--- src/rtl/mac_pkg.sv ---
// Shared types and helpers for the mac_accum accumulate stage.
package mac_pkg;

  typedef enum logic [0:0] {
    ACCUM = 1'b0,
    HOLD  = 1'b1
  } state_e;

  // Counter width for a group of `terms` products, never below one bit.
  function automatic int cnt_w(input int terms);
    return (terms <= 1) ? 1 : $clog2(terms);
  endfunction

endpackage

--- src/rtl/mac_accum_term_counter.sv ---
// Term counter for one accumulation group: counts accepted terms and flags the last.
module term_counter #(
  parameter int TERMS = 8,
  parameter int CW    = 3
) (
  input  logic          Clk,
  input  logic          Rst,
  input  logic          clr,
  input  logic          inc,
  output logic [CW-1:0] count,
  output logic          last
);

  assign last = (count == CW'(TERMS - 1));

  always_ff @(posedge Clk or posedge Rst) begin
    if (Rst)       count <= '0;
    else if (clr)  count <= '0;
    else if (inc)  count <= last ? '0 : count + 1'b1;
  end

endmodule

--- src/rtl/mac_accum.sv ---
// Accumulates TERMS unsigned products per group and hands the sum off on valid/ready.
// Optional MAC_SAT_EN: saturate to all-ones on carry instead of wrapping.
module mac_accum
  import mac_pkg::*;
#(
  parameter int DATAWIDTH = 64,
  parameter int TERMS     = 8
) (
  input  logic                 Clk,
  input  logic                 Rst,
  input  logic [DATAWIDTH-1:0] prod,
  input  logic                 in_valid,
  output logic                 in_ready,
  input  logic                 clear,
  output logic [DATAWIDTH-1:0] sum,
  output logic                 sum_valid,
  input  logic                 sum_ready,
  output logic                 ovf
);

  localparam int CW = cnt_w(TERMS);

  state_e               state;
  logic [DATAWIDTH-1:0] acc;
  logic                 ovf_acc;
  logic [CW-1:0]        count;
  logic                 last;
  logic                 accept;
  logic [DATAWIDTH:0]   add_full;
  logic                 carry;
  logic [DATAWIDTH-1:0] add_res;

  assign in_ready = (state == ACCUM) && !clear;
  assign accept   = in_valid && in_ready;
  assign add_full = {1'b0, acc} + {1'b0, prod};
  assign carry    = add_full[DATAWIDTH];

`ifdef MAC_SAT_EN
  // Once clamped, any further nonzero term carries again, so the clamp sticks.
  assign add_res = carry ? '1 : add_full[DATAWIDTH-1:0];
`else
  assign add_res = add_full[DATAWIDTH-1:0];
`endif

  term_counter #(.TERMS(TERMS), .CW(CW)) u_cnt (
    .Clk   (Clk),
    .Rst   (Rst),
    .clr   (clear),
    .inc   (accept),
    .count (count),
    .last  (last)
  );

  always_ff @(posedge Clk or posedge Rst) begin
    if (Rst) begin
      state     <= ACCUM;
      acc       <= '0;
      ovf_acc   <= 1'b0;
      sum       <= '0;
      sum_valid <= 1'b0;
      ovf       <= 1'b0;
    end else if (clear) begin
      // Abort: drop the partial group and any undelivered sum; sum/ovf keep last value.
      state     <= ACCUM;
      acc       <= '0;
      ovf_acc   <= 1'b0;
      sum_valid <= 1'b0;
    end else begin
      case (state)
        ACCUM: if (accept) begin
          if (last) begin
            sum       <= add_res;
            ovf       <= ovf_acc | carry;
            sum_valid <= 1'b1;
            acc       <= '0;
            ovf_acc   <= 1'b0;
            state     <= HOLD;
          end else begin
            acc       <= add_res;
            ovf_acc   <= ovf_acc | carry;
          end
        end
        HOLD: if (sum_ready) begin
          sum_valid <= 1'b0;
          state     <= ACCUM;
        end
        default: state <= ACCUM;
      endcase
    end
  end

endmodule
--- config.mk ---
export PLATFORM = sky130hd
export DESIGN_NAME = mac_accum
export DESIGN_NICKNAME = d
export VERILOG_FILES = /design/src/rtl/mac_pkg.sv /design/src/rtl/mac_accum_term_counter.sv /design/src/rtl/mac_accum.sv
export SDC_FILE = /design/constraint.sdc
export NUM_CORES = 1
export LEC_CHECK = 0
export CAP_MARGIN = 5
export CORE_ASPECT_RATIO = 2
export CORE_MARGIN = 2
export CORE_UTILIZATION = 45
export CTS_CLUSTER_DIAMETER = 60
export DETAILED_ROUTE_END_ITERATION = 7
export GPL_TIMING_DRIVEN = 0
export PLACE_DENSITY = 0.68
export SYNTH_ARGS = -nofsm -noshare
export SYNTH_HDL_FRONTEND = slang
export SYNTH_HIERARCHICAL = 1
export SYNTH_SLANG_ARGS = --single-unit
--- constraint.sdc ---
create_clock -name Clk -period 7.85 [get_ports Clk]
set_input_delay 1.9625 -clock Clk [delete_from_list [all_inputs] [get_ports Clk]]
set_output_delay 1.9625 -clock Clk [all_outputs]
set_load 0.01 [all_outputs]
==> metrics.txt <==
CP Max Fanout=3; routed wl met3=702 um; Pwr Density=272 nW/um^2; uppermost routed layer=met4; hpwl dp=21500 um; CP Class=primary input to flop; Synth Register Bits=approximately 140; antenna diode count=0; count of flip-flops with a built-in enable after synthesis=0; Synth Area in Adders=9.42%; CP Data Required Time=8.17 ns; Core ar.=19700 um^2; total number of vias=8134; number of antenna violations at the first check in global routing=0; H-tree levels=4; simple-gate area share of the yosys netlist=16.1%; clock power share=29.2%; initial drt markers=354; total negative slack=0 ns; row count=73; Compound-Gate Fraction of Synth Area=around a quarter; Die ar.=21200 um^2; dpl cells=1401; crit-path cells=clkdlybuf4s50_1 -> ha_1 -> inv_1 -> fa_1 -> nor2b_1 -> o211ai_1 -> a211oi_1 -> nand4bb_1 -> nand3_1 -> nand2_1 -> o21ai_0 -> o311ai_1 -> xor2_1 -> mux2_2; initial core utilization=45.5%; top cells by count, synth=nand2_1 (148), dfrtp_1 (135), o21ai_0 (97); Hold WC Path Type=flop to flop; post-CTS resize count=0; clk root buf=clkbuf_16; peak supply drop=0.000152 V; drt drc=0; status=complete, no violations; First-pass DRT Iterations=6; RSZ-0062 raised after global routing=false; max_cap viols=0; cell taking the most area after synthesis=dfrtp_1; metal2 WL=15400 um; die extent in y=204 um; vias in the first global route=8456; Max transition margin=34.0%; CP Buf/Inv Count=2; Worst setup SP type=primary input; ys flop type=dfrtp_1; CTS Buffer Depth=2; worst r2r src=acc[0]$_DFFE_PP0P_; sequential fraction of the synthesis area=between 30% and 40%; Synth warnings=6; hold_sp=sum[18]$_DFFE_PP0P_; CP endpoint kind=flop; most frequent cell after synthesis=nand2_1; M1 WL=10000 um; net load switching power=1.20 mW; CTS Sinks=135; PortBufs=135; first-pass GRT wire length=43600 um; cts bufs inserted=17; share of post-route cells with drive strength above 1=a little over 7%; global route overflow=0; critical path's largest stage delay=between 0.5 and 0.6 ns; kind of cell adding the most delay to the critical path=compound AO/OA/AOI/OAI gates; WL per Instance=approximately 19 um; global placement routability congestion=0.952; Post-CTS Setup Inserts=0; Synth Area in XOR/XNOR=5.46%; synth top area cells=dfrtp_1 (38%), ha_1 (9.2%), nand2_1 (6.2%); GRT Overall Usage=26.2%; Post-Syn Area per Cell=8.95 um^2; P_int=1.89 mW; Post-Syn Nets=1139; ys async rst share=100%; Clk pin slew, worst setup/hold paths=approximately 0.060 ns; vias per cell=between 5 and 6; clock latency on the worst-skew pair=0.44 ns; Final Hold Fails=0; Fillers=1873; antenna-violating nets left=0; skew final=0.0105 ns; top-area cell type share of the netlist area=37.6%; pin count of the biggest net entering global routing=just under 90; final instance count without filler cells=1433; Post-CTS Hold Buffers=0; # IOs=136; Seq pwr share=27.4%; area grow syn2layout=26.4%; cell count after synthesis=around 1000; largest family of logic cells by synthesized area=compound AO/OA/AOI/OAI gates; Worst Max-Slew Pin Slew=between 0.9 and 1 ns; final setup vio count=0; fin crit share=67.6%; minimum clock period=5.31 ns; Logic pwr share=43.4%; mux share of post-synthesis cell area=3.62%; Die W=104 um; Sw Ratio=39.0%; Worst Path Arrival=5.63 ns; Max stage delay cell, worst path=o311ai_1; Static Leak=5.20 nW; Worst Setup SP=prod[0]; routed wire length=27300 um; CTS tree=done; synth unique cells=72; Fmax achieved=188 MHz; Final #Nets=1294; Final Max Tran Viols=0; post-synthesis cell area=roughly 9000 um^2
## metal layers
| layer | GRT usage [%] | up-vias |
|---|---|---|
| met1 | 26.7 | 3913 |
| met2 | 51.4 | 191 |
| met5 | 0 | - |
| met3 | 3.26 | 69 |
| met4 | 13.5 | 0 |
| li1 | - | 3961 |
## flip-flops by register name (all words and copies together) (netlist names)
register     count
state            1
acc             64
ovf_acc          1
sum             64
sum_valid        1
ovf              1
u_cnt/count      3
## worst register-to-register path: cells and delay by family (launching register included)
family	cells	cell delay (ns)
simple gates	4	0.65
flops	1	0.35
buf+inv	1	0.07
mux	1	0.30
compound gates	4	1.31
fa+ha+maj	2	0.61
xor+xnor	1	0.19
## per-stage QoR
stage | hold slack, ns | instance area [um^2] | power [mW] | worst slack [ns] | utilization, %
floorplan | 0.444 | 8980 | 1.83 | 2.36 | -
global placement | 0.461 | 10700 | 2.16 | 0.324 | 54.0
detailed placement | 0.461 | 10700 | 2.18 | 2.19 | 54.2
CTS | 0.482 | 11300 | 3.09 | 2.61 | 57.5
global route | 0.508 | 11300 | 3.28 | 2.40 | 57.5
finish | 0.473 | 11300 | 3.09 | 2.54 | 57.5
## path summary, 6_finish.rpt
check	cells after the start	slack [ns]	to
setup reg to reg	13	4.24	sum[58]$_DFFE_PP0P_
hold reg to reg	2	0.47	sum[18]$_DFFE_PP0P_
hold / removal	2	0.47	sum[18]$_DFFE_PP0P_
min in group asynchronous	2	1.83	u_cnt/count[0]$_DFFE_PP0P_
max in group asynchronous	3	5.08	sum[1]$_DFFE_PP0P_
setup / recovery	14	2.54	sum[58]$_DFFE_PP0P_
## layout by cell type, fill, tap and decap left out, types with 9 or more instances in the layout
master           count
nor3_1              13
a21o_1              40
xnor2_1             35
a22o_1              32
inv_1               16
a31oi_1             11
nand3_1             20
a21oi_1             73
o21ai_0             97
clkbuf_1            43
nand4_1             22
o21a_1              10
mux2_2              24
ha_1                66
clkbuf_16           17
nor2b_1             11
nand2_1            148
clkdlybuf4s50_1    135
nor2_1              51
xor2_1              21
dfrtp_1            135
or3_1                9
## logic make-up (layout without fill, tap and decap cells)
logic type | after synthesis | after routing
XOR/XNOR | 56 | 56
AND/OR/NAND/NOR | 308 | 308
adder cells (fa/ha/maj) | 67 | 67
flip-flops | 135 | 135
multiplexers | 29 | 29
buffers and inverters | 73 | 241
AO/OA/AOI/OAI | 335 | 335
## power groups by stage
stage | clock, mW | sequential, mW | combinational, mW
floorplan | 0 | 0.839 | 0.991
global placement | 0 | 0.855 | 1.31
detailed placement | 0 | 0.858 | 1.32
CTS | 0.910 | 0.847 | 1.33
global route | 0.941 | 0.857 | 1.49
finish | 0.903 | 0.847 | 1.34
## layout make-up
class | instances | area, um^2 | area share [%]
Buffer | 56 | 231 | 2.04
Clock buffer | 21 | 460 | 4.06
Clock inverter | 11 | 196 | 1.73
Inverter | 17 | 68.8 | 0.606
Multi-Input combinational cell | 795 | 5310 | 46.8
Sequential cell | 135 | 3380 | 29.8
Tap cell | 262 | 328 | 2.89
Timing Repair Buffer | 136 | 1380 | 12.1
No activity file was read; power rests on OpenSTA's default activity.
